===== config.mk =====
export PLATFORM = sky130hd
export DESIGN_NAME = conv_maxpool_flat
export DESIGN_NICKNAME = d
export VERILOG_FILES = /design/src/rtl/conv_maxpool_if.sv /design/src/rtl/conv_maxpool.sv /design/src/flat_wrapper.sv
export SDC_FILE = /design/constraint.sdc
export NUM_CORES = 1
export LEC_CHECK = 0
export BUFFER_PORTS_ARGS = -buffer_cell sky130_fd_sc_hd__buf_2
export CELL_PAD_IN_SITES_DETAIL_PLACEMENT = 2
export CELL_PAD_IN_SITES_GLOBAL_PLACEMENT = 2
export CORE_ASPECT_RATIO = 1.2
export CORE_MARGIN = 1
export CORE_UTILIZATION = 30
export CTS_BUF_LIST = sky130_fd_sc_hd__clkbuf_8
export DETAILED_ROUTE_END_ITERATION = 6
export PLACE_DENSITY = 0.63
export SLEW_MARGIN = 20
export SYNTH_ARGS = -nofsm -noshare
export SYNTH_HDL_FRONTEND = slang
export SYNTH_SLANG_ARGS = --single-unit

===== constraint.sdc =====
create_clock -name clk -period 13.4 [get_ports clk]
set_input_delay 1.34 -clock clk [delete_from_list [all_inputs] [get_ports clk]]
set_output_delay 1.34 -clock clk [all_outputs]
set_load 0.01 [all_outputs]

===== src/rtl/conv_maxpool_if.sv =====
// Stream bundle for conv_maxpool: raster input samples in, pooled samples out.
// The slave modport faces the pooling block. The master modport faces the producer/consumer.
interface conv_maxpool_if #(
    parameter int DATA_W = 16
);
    logic signed [DATA_W-1:0] in_data;
    logic                     in_valid;
    logic                     in_ready;
    logic signed [DATA_W-1:0] out_data;
    logic                     out_valid;
    logic                     out_ready;
    logic                     frame_done;
    logic [15:0]              out_row;
    logic [15:0]              out_col;

    modport master (
        output in_data, in_valid, out_ready,
        input  in_ready, out_data, out_valid, frame_done, out_row, out_col
    );

    modport slave (
        input  in_data, in_valid, out_ready,
        output in_ready, out_data, out_valid, frame_done, out_row, out_col
    );
endinterface


===== src/rtl/conv_maxpool.sv =====
// 2x2 stride-2 signed max pooling over a raster stream, using one line buffer of partial maxima.
// Optional macro CONV_MAXPOOL_RELU_EN clamps negative inputs to zero before pooling.
module conv_maxpool #(
    parameter int OUT    = 126,
    parameter int DATA_W = 16
) (
    input  logic          clk,
    input  logic          rst,
    conv_maxpool_if.slave bus
);
    localparam int          POOL_OUT  = OUT / 2;
    localparam int          IDX_W     = (POOL_OUT > 1) ? $clog2(POOL_OUT) : 1;
    localparam logic [15:0] LAST_IDX  = 16'(OUT - 1);
    localparam logic [15:0] LAST_POOL = 16'(POOL_OUT - 1);
    localparam bit          ODD_OUT   = (OUT % 2) == 1;

    function automatic logic signed [DATA_W-1:0] smax(
        input logic signed [DATA_W-1:0] a,
        input logic signed [DATA_W-1:0] b
    );
        return (a > b) ? a : b;
    endfunction

    logic                     run_r;
    logic [15:0]              row_r;
    logic [15:0]              col_r;
    logic signed [DATA_W-1:0] pair_r;
    logic signed [DATA_W-1:0] linebuf_r [POOL_OUT];
    logic signed [DATA_W-1:0] out_data_r;
    logic                     out_valid_r;
    logic [15:0]              out_row_r;
    logic [15:0]              out_col_r;
    logic                     frame_done_r;

    logic                     in_ready_s;
    logic                     accept_s;
    logic                     out_acc_s;
    logic                     tail_s;
    logic                     lb_we_s;
    logic                     win_done_s;
    logic [IDX_W-1:0]         lb_idx_s;
    logic signed [DATA_W-1:0] x_s;
    logic signed [DATA_W-1:0] lb_rd_s;
    logic signed [DATA_W-1:0] pair_max_s;
    logic signed [DATA_W-1:0] win_max_s;

    // Handshake, window decode and max datapath
    always_comb begin
        in_ready_s = run_r && !(out_valid_r && !bus.out_ready);
        accept_s   = bus.in_valid && in_ready_s;
        out_acc_s  = out_valid_r && bus.out_ready;
`ifdef CONV_MAXPOOL_RELU_EN
        if (bus.in_data[DATA_W-1]) begin
            x_s = {DATA_W{1'b0}};
        end else begin
            x_s = bus.in_data;
        end
`else
        x_s = bus.in_data;
`endif
        // With an odd side, the last column and the last row have no pooling partner.
        tail_s     = ODD_OUT && ((col_r == LAST_IDX) || (row_r == LAST_IDX));
        lb_idx_s   = col_r[IDX_W:1];
        lb_rd_s    = linebuf_r[lb_idx_s];
        pair_max_s = smax(pair_r, x_s);
        win_max_s  = smax(lb_rd_s, pair_max_s);
        lb_we_s    = accept_s && !tail_s && col_r[0] && !row_r[0];
        win_done_s = accept_s && !tail_s && col_r[0] && row_r[0];
    end

    assign bus.in_ready   = in_ready_s;
    assign bus.out_data   = out_data_r;
    assign bus.out_valid  = out_valid_r;
    assign bus.out_row    = out_row_r;
    assign bus.out_col    = out_col_r;
    assign bus.frame_done = frame_done_r;

    // Input enable and raster position counters
    always_ff @(posedge clk or negedge rst) begin
        if (!rst) begin
            run_r <= 1'b0;
            row_r <= 16'd0;
            col_r <= 16'd0;
        end else begin
            run_r <= 1'b1;
            if (accept_s) begin
                if (col_r == LAST_IDX) begin
                    col_r <= 16'd0;
                    row_r <= (row_r == LAST_IDX) ? 16'd0 : row_r + 16'd1;
                end else begin
                    col_r <= col_r + 16'd1;
                end
            end
        end
    end

    // Holds the even-column sample until its odd-column partner arrives
    always_ff @(posedge clk or negedge rst) begin
        if (!rst) begin
            pair_r <= {DATA_W{1'b0}};
        end else if (accept_s && !col_r[0] && !tail_s) begin
            pair_r <= x_s;
        end
    end

    // Partial maxima of the even row, consumed by the following odd row
    always_ff @(posedge clk) begin
        if (lb_we_s) begin
            linebuf_r[lb_idx_s] <= pair_max_s;
        end
    end

    // Output register, valid hold until accepted, and end-of-frame pulse
    always_ff @(posedge clk or negedge rst) begin
        if (!rst) begin
            out_data_r   <= {DATA_W{1'b0}};
            out_valid_r  <= 1'b0;
            out_row_r    <= 16'd0;
            out_col_r    <= 16'd0;
            frame_done_r <= 1'b0;
        end else begin
            frame_done_r <= out_acc_s && (out_row_r == LAST_POOL) && (out_col_r == LAST_POOL);
            if (win_done_s) begin
                out_valid_r <= 1'b1;
                out_data_r  <= win_max_s;
                out_row_r   <= {1'b0, row_r[15:1]};
                out_col_r   <= {1'b0, col_r[15:1]};
            end else if (out_acc_s) begin
                out_valid_r <= 1'b0;
            end
        end
    end
endmodule


===== src/flat_wrapper.sv =====
// flat-port wrapper written by rule: the top's interface ports become plain ports
module conv_maxpool_flat 
#(
    parameter int OUT    = 126,
    parameter int DATA_W = 16
)
  (clk, rst, bus_in_data, bus_in_valid, bus_out_ready, bus_in_ready, bus_out_data, bus_out_valid, bus_frame_done, bus_out_row, bus_out_col);
  conv_maxpool_if #(.DATA_W(DATA_W)) bus_i ();
  input  logic clk;
  input  logic rst;
  input wire logic [$bits(bus_i.in_data)-1:0] bus_in_data;
  input wire logic [$bits(bus_i.in_valid)-1:0] bus_in_valid;
  input wire logic [$bits(bus_i.out_ready)-1:0] bus_out_ready;
  output wire logic [$bits(bus_i.in_ready)-1:0] bus_in_ready;
  output wire logic [$bits(bus_i.out_data)-1:0] bus_out_data;
  output wire logic [$bits(bus_i.out_valid)-1:0] bus_out_valid;
  output wire logic [$bits(bus_i.frame_done)-1:0] bus_frame_done;
  output wire logic [$bits(bus_i.out_row)-1:0] bus_out_row;
  output wire logic [$bits(bus_i.out_col)-1:0] bus_out_col;
  assign bus_i.in_data = bus_in_data;
  assign bus_i.in_valid = bus_in_valid;
  assign bus_i.out_ready = bus_out_ready;
  assign bus_in_ready = bus_i.in_ready;
  assign bus_out_data = bus_i.out_data;
  assign bus_out_valid = bus_i.out_valid;
  assign bus_frame_done = bus_i.frame_done;
  assign bus_out_row = bus_i.out_row;
  assign bus_out_col = bus_i.out_col;
  conv_maxpool #(.OUT(OUT), .DATA_W(DATA_W)) u_core (.clk(clk), .rst(rst), .bus(bus_i));
endmodule

* Word level (Yosys, flattened, before mapping) *
Memories as Yosys holds them, arrays and structs flattened.
Index checks and enable logic that the tools add are counted.

storage, ports and cells
  memories = 1
  register bits after elaboration = 97
  memory bits (writable) = 1008
  bits of input ports = 20
  logic and storage cells = 42

cells by class
  multiplexer cells = 8
  add/subtract/negate cells = 2
  reductions and logical operators = 16
  equality and inequality tests = 4
  magnitude comparators = 2

memory list
  name              depth  width  read ports  clocked after Yosys merged registers in  wr ports  line                source
  u_core.linebuf_r  63     16     1           0                                        1         conv_maxpool.sv:28  logic signed [DATA_W-1:0] linebuf_r [POOL_OUT];

operators with widths
  cell                                                                    count
  16-bit 2-to-1 mux                                                       4
  16-bit by 1-bit adder with 16-bit output, second input constant         2
  16-bit by 7-bit equality test with 1-bit output, second input constant  2
  16-bit > comparator                                                     2
  15-bit by 6-bit equality test with 1-bit output, second input constant  2
  1-bit logical AND                                                       10
  1-bit logical NOT                                                       4
  1-bit 2-to-1 mux                                                        4
  2-bit AND reduction                                                     1
  2-bit nonzero test                                                      1

* Depth between registers and ports, before layout *
  depth in word-level cells = 9
  mapped depth = 20
  mapped depth without buffers = 17

* Worst setup path after synthesis *
No wires, ideal clock.

  kind = input to register
  start point = input port bus_in_data[15]
  end point = register u_core.out_data_r[10], in the netlist u_core.bus.out_data[10]
  stages on the path = 17
  setup slack = 6.725 ns
  library setup time = 0.126 ns
  arrival time = 6.549 ns
  cells stage by stage = inv_1 > ha_1 > nand4_1 > nor4_1 > a21boi_0 > o31ai_2 > and2_0 > clkbuf_1 > o22ai_1 > ha_1 > nor2b_1 > o211ai_1 > a2111oi_0 > o311ai_0 > a21oi_1 > clkbuf_1 > a221o_1

on the way
  cells in the longest elaborated chain, start to end = 4

ends and longest elaborated chain
  item                      line                 source
  start: declaration        flat_wrapper.sv:11   input wire logic [$bits(bus_i.in_data)-1:0] bus_in_data;
  16-bit > comparator       conv_maxpool.sv:21   return (a > b) ? a : b;
  16-bit 2-to-1 mux         conv_maxpool.sv:21
  net u_core.pair_max_s[0]  conv_maxpool.sv:44   logic signed [DATA_W-1:0] pair_max_s;
  16-bit > comparator       conv_maxpool.sv:21
  16-bit 2-to-1 mux         conv_maxpool.sv:21
  end signal: assignment    conv_maxpool.sv:116  out_data_r <= {DATA_W{1'b0}};
  end signal: assignment    conv_maxpool.sv:125  out_data_r <= win_max_s;
  end: declaration          conv_maxpool.sv:29   logic signed [DATA_W-1:0] out_data_r;

The timed path passes the listed nets, and every way through them passes these cells.
A chain may end at the register's enable or synchronous reset.

* Worst setup path in the final report *
  start point = register u_core.col_r[1]
  end point = register u_core.out_data_r[4], in the netlist u_core.bus.out_data[4]

on the way
  cells in the longest elaborated chain, start to end = 3

ends and longest elaborated chain
  item                      line                source
  start: declaration        conv_maxpool.sv:26  logic [15:0] col_r;
  start signal: assignment  conv_maxpool.sv:91  col_r <= col_r + 16'd1;
  memory 63 x 16 bit *      --
  16-bit > comparator       conv_maxpool.sv:21
  16-bit 2-to-1 mux *       conv_maxpool.sv:21

Mark *: on every way between the ends. The rest lies on a longest branch, timed or not.

==> reports/results.tsv <==
metric	value	unit
status	complete, no violations	
rows	151	
rsz0062_at_grt	false	
synth-edff-count	1008	
syn2layout_area_growth	14.9	%
peakVddDrop	0.114	mV
wire_per_inst	31.5	µm
p_sw_share	37.1	%
gr-total-overflow	0	
async_flop_share	8.78	%
clk_latency	0.92	ns
crit_fanout	86	
cts_tree	yes	
worstHoldPathType	primary input to async pin	
cts-root-buf	clkbuf_8	
grt_pass1_wl	219	mm
finalMaxSlewViolations	0	
power_leakage	16.5	nW
fillCellCount	14200	
powerDensity	202	nW/µm²
path_clk_slew	0.06	ns
syn_area	43100	µm²
die_h	417	µm
cp-end-kind	flip-flop	
cts_buffer_depth	3	
pwr-share-seq	42.4	%
die_area	145000	µm²
fin_setup_tns	0	ns
drv_cap	0	
drc_errors	0	
synth_warnings	0	
viasPerCell	5.50	
path_cells	buf_4 > buf_12 > and3b_4 > buf_4 > a22o_1 > a221oi_1 > a31oi_1 > nor4_1 > nand3_1 > ha_1 > nand4_1 > nor2_1 > o2bb2ai_1 > o311ai_0 > a21oi_1 > a221o_1	
coreArea	142000	µm²
die_width	348	µm
relSlewSlack	23.0	%
path_class	flip-flop to flip-flop	
hold-worst-slack	0.374	ns
grt_max_degree	103	
drt-total-wl	155	mm
ys_seq_area_share	75.9	%
cts-htree-levels	4	
period_needed	7.39	ns
ant_nets	0	
p_comb_share	29.4	%
dp.cells	4599	
grt_pass1_vias	29000	
cp_num_buf_inv	3	
startpoint	u_core.col_r[1]	
slowest_delay	0.98	ns
synth_cells	2664	
post_cts_buffers	0	
power.internal	0.00628	W
worst_setup_path_start_kind	flip-flop	
p_clk_share	28.2	%
max_freq	135	MHz
io_pins	71	
nets	2921	
slowest_stage	nor4_1	
cts_hold_buf	0	
p_switching	0.00370	W
track_usage	21.1	%
vias	27100	
finalSetupViolCount	0	
finalClockSkew	0.0480	ns
crit_top_cell	buf_4	
cts_buffers	176	
critPathTopFamily	compound AO/OA/AOI/OAI gates	
port_buffers	68	
hold_viol	0	
ys_seq_elements	1105	
ys_types	78	
reg2reg_from	u_core.col_r[1]	
total_power	0.00998	W
gp_congestion	0.863	
syn_area_per_cell	16.2	µm²
ctsResizeCount	0	
finalNonFillerCells	4923	
drive_gt1_share	17.1	%
drt_iter0_drc	2382	
first_pass_iters	5	
antenna_found_initial	4	
ys.flop_type	edfxtp_1	
tightest_slew	1.14	ns
hpwlAfterDp	93.4	mm
critPathRequiredTime	14.15	ns
finalCritPeriodShare	55.1	%
arrival	8.14	ns
cts_sinks	1105	
initial_utilization	30.4	%
[per-stage QoR]
step | area (µm²) | setup WS [ns] | util, %
floorplan | 43100 | 6.72 | -
global placement | 46100 | 6.44 | 32.5
detailed placement | 46100 | 6.20 | 32.5
CTS | 49500 | 6.19 | 34.9
global route | 49500 | 5.76 | 34.9
finish | 49500 | 6.01 | 34.9
[worst paths after layout]
kind / to / slack [ns] / depth (start not counted)
min in group clk: u_core.bus.out_data[13] / 0.49 / 2
max reg2reg: u_core.bus.out_data[4] / 6.01 / 16
min: u_core.bus.frame_done / 0.37 / 1
min reg2reg: u_core.bus.out_data[13] / 0.49 / 2
max: u_core.bus.out_data[4] / 6.01 / 16
max in group asynchronous: u_core.col_r[3] / 11.62 / 2
[synthesized netlist by cell type, drive strengths merged (16+ instances only)]
| library cell | instances | area (µm²) |
|---|---|---|
| a221o | 16 | 160 |
| o211ai | 17 | 128 |
| a22o | 47 | 412 |
| dfrtp | 97 | 2430 |
| edfxtp | 1008 | 30300 |
| clkbuf | 77 | 289 |
| nor2 | 94 | 353 |
| a21oi | 62 | 310 |
| nand2 | 176 | 661 |
| buf | 96 | 479 |
| nor4 | 23 | 159 |
| nand3 | 35 | 175 |
| nand4 | 43 | 269 |
| ha | 36 | 450 |
| o21ai | 63 | 315 |
| inv | 37 | 139 |
| mux2 | 43 | 484 |
| mux2i | 54 | 541 |
| a22oi | 265 | 1990 |
| nor4bb | 16 | 160 |
| a31oi | 51 | 319 |
| a221oi | 49 | 435 |
| nand4b | 18 | 158 |
[power by group through the flow]
stage | Clock, W | Combinational [W] | Sequential [W]
final | 0.00282 | 0.00294 | 0.00423
after global routing | 0.00301 | 0.00303 | 0.00423
after CTS | 0.00288 | 0.00291 | 0.00423
after detailed placement | 0 | 0.00290 | 0.00430
after global placement | 0 | 0.00278 | 0.00429
after floorplan | 0 | 0.00152 | 0.00425
[cell usage in the layout, fill, tap and decap left out, drive strengths merged, types with 11 or more instances in the layout]
master / n
edfxtp: 1008
a22oi: 265
buf: 195
clkbuf: 181
nand2: 176
inv: 100
dfrtp: 97
nor2: 94
clkinv: 66
o21ai: 63
a21oi: 62
mux2i: 54
a31oi: 51
a221oi: 49
a22o: 47
nand4: 43
mux2: 43
ha: 36
nand3: 35
nor4: 23
nand4b: 18
o211ai: 17
a221o: 16
nor4bb: 16
and2: 15
a222oi: 13
o22ai: 13
and4: 12
and4b: 12
o2bb2ai: 11
xor2: 11
[state kept, by name (all words and copies together), names as in the netlist]
signal / cells
u_core.linebuf_r: 1008
u_core.bus.out_data: 16
u_core.col_r: 16
u_core.pair_r: 16
u_core.row_r: 16
u_core.bus.out_col: 15
u_core.bus.out_row: 15
u_core.bus.frame_done: 1
u_core.bus.out_valid: 1
u_core.run_r: 1
[kinds of logic after synthesis]
group	share of synthesized area [%]
buf+inv	2.11
flops	75.9
mux	2.64
xor+xnor	0.407
compound gates	11.3
simple gates	6.60
fa+ha+maj	1.05
other cells	0.0174
[final cells by class]
cell class                      count  area, µm²  area share [%]
Clock buffer                      181       2490            5.03
Sequential cell                  1105      32700            66.1
Timing Repair Buffer              195       1320            2.67
Clock inverter                    138        852            1.72
Antenna cell                        5       12.5          0.0253
Inverter                           38        143           0.288
Tap cell                         1912       2390            4.83
Multi-Input combinational cell   1349       9580            19.4
[metal layers]
| layer | vias up | GRT usage, % | wire length [µm] |
|---|---|---|---|
| met4 | 2 | 8.77 | 6160 |
| li1 | 11200 | - | - |
| met3 | 264 | 3.57 | 8870 |
| met5 | - | 0 | 14 |
| met1 | 14600 | 25.8 | 61900 |
| met2 | 1060 | 36.6 | 77900 |
Power figures use the tool's default switching activity.
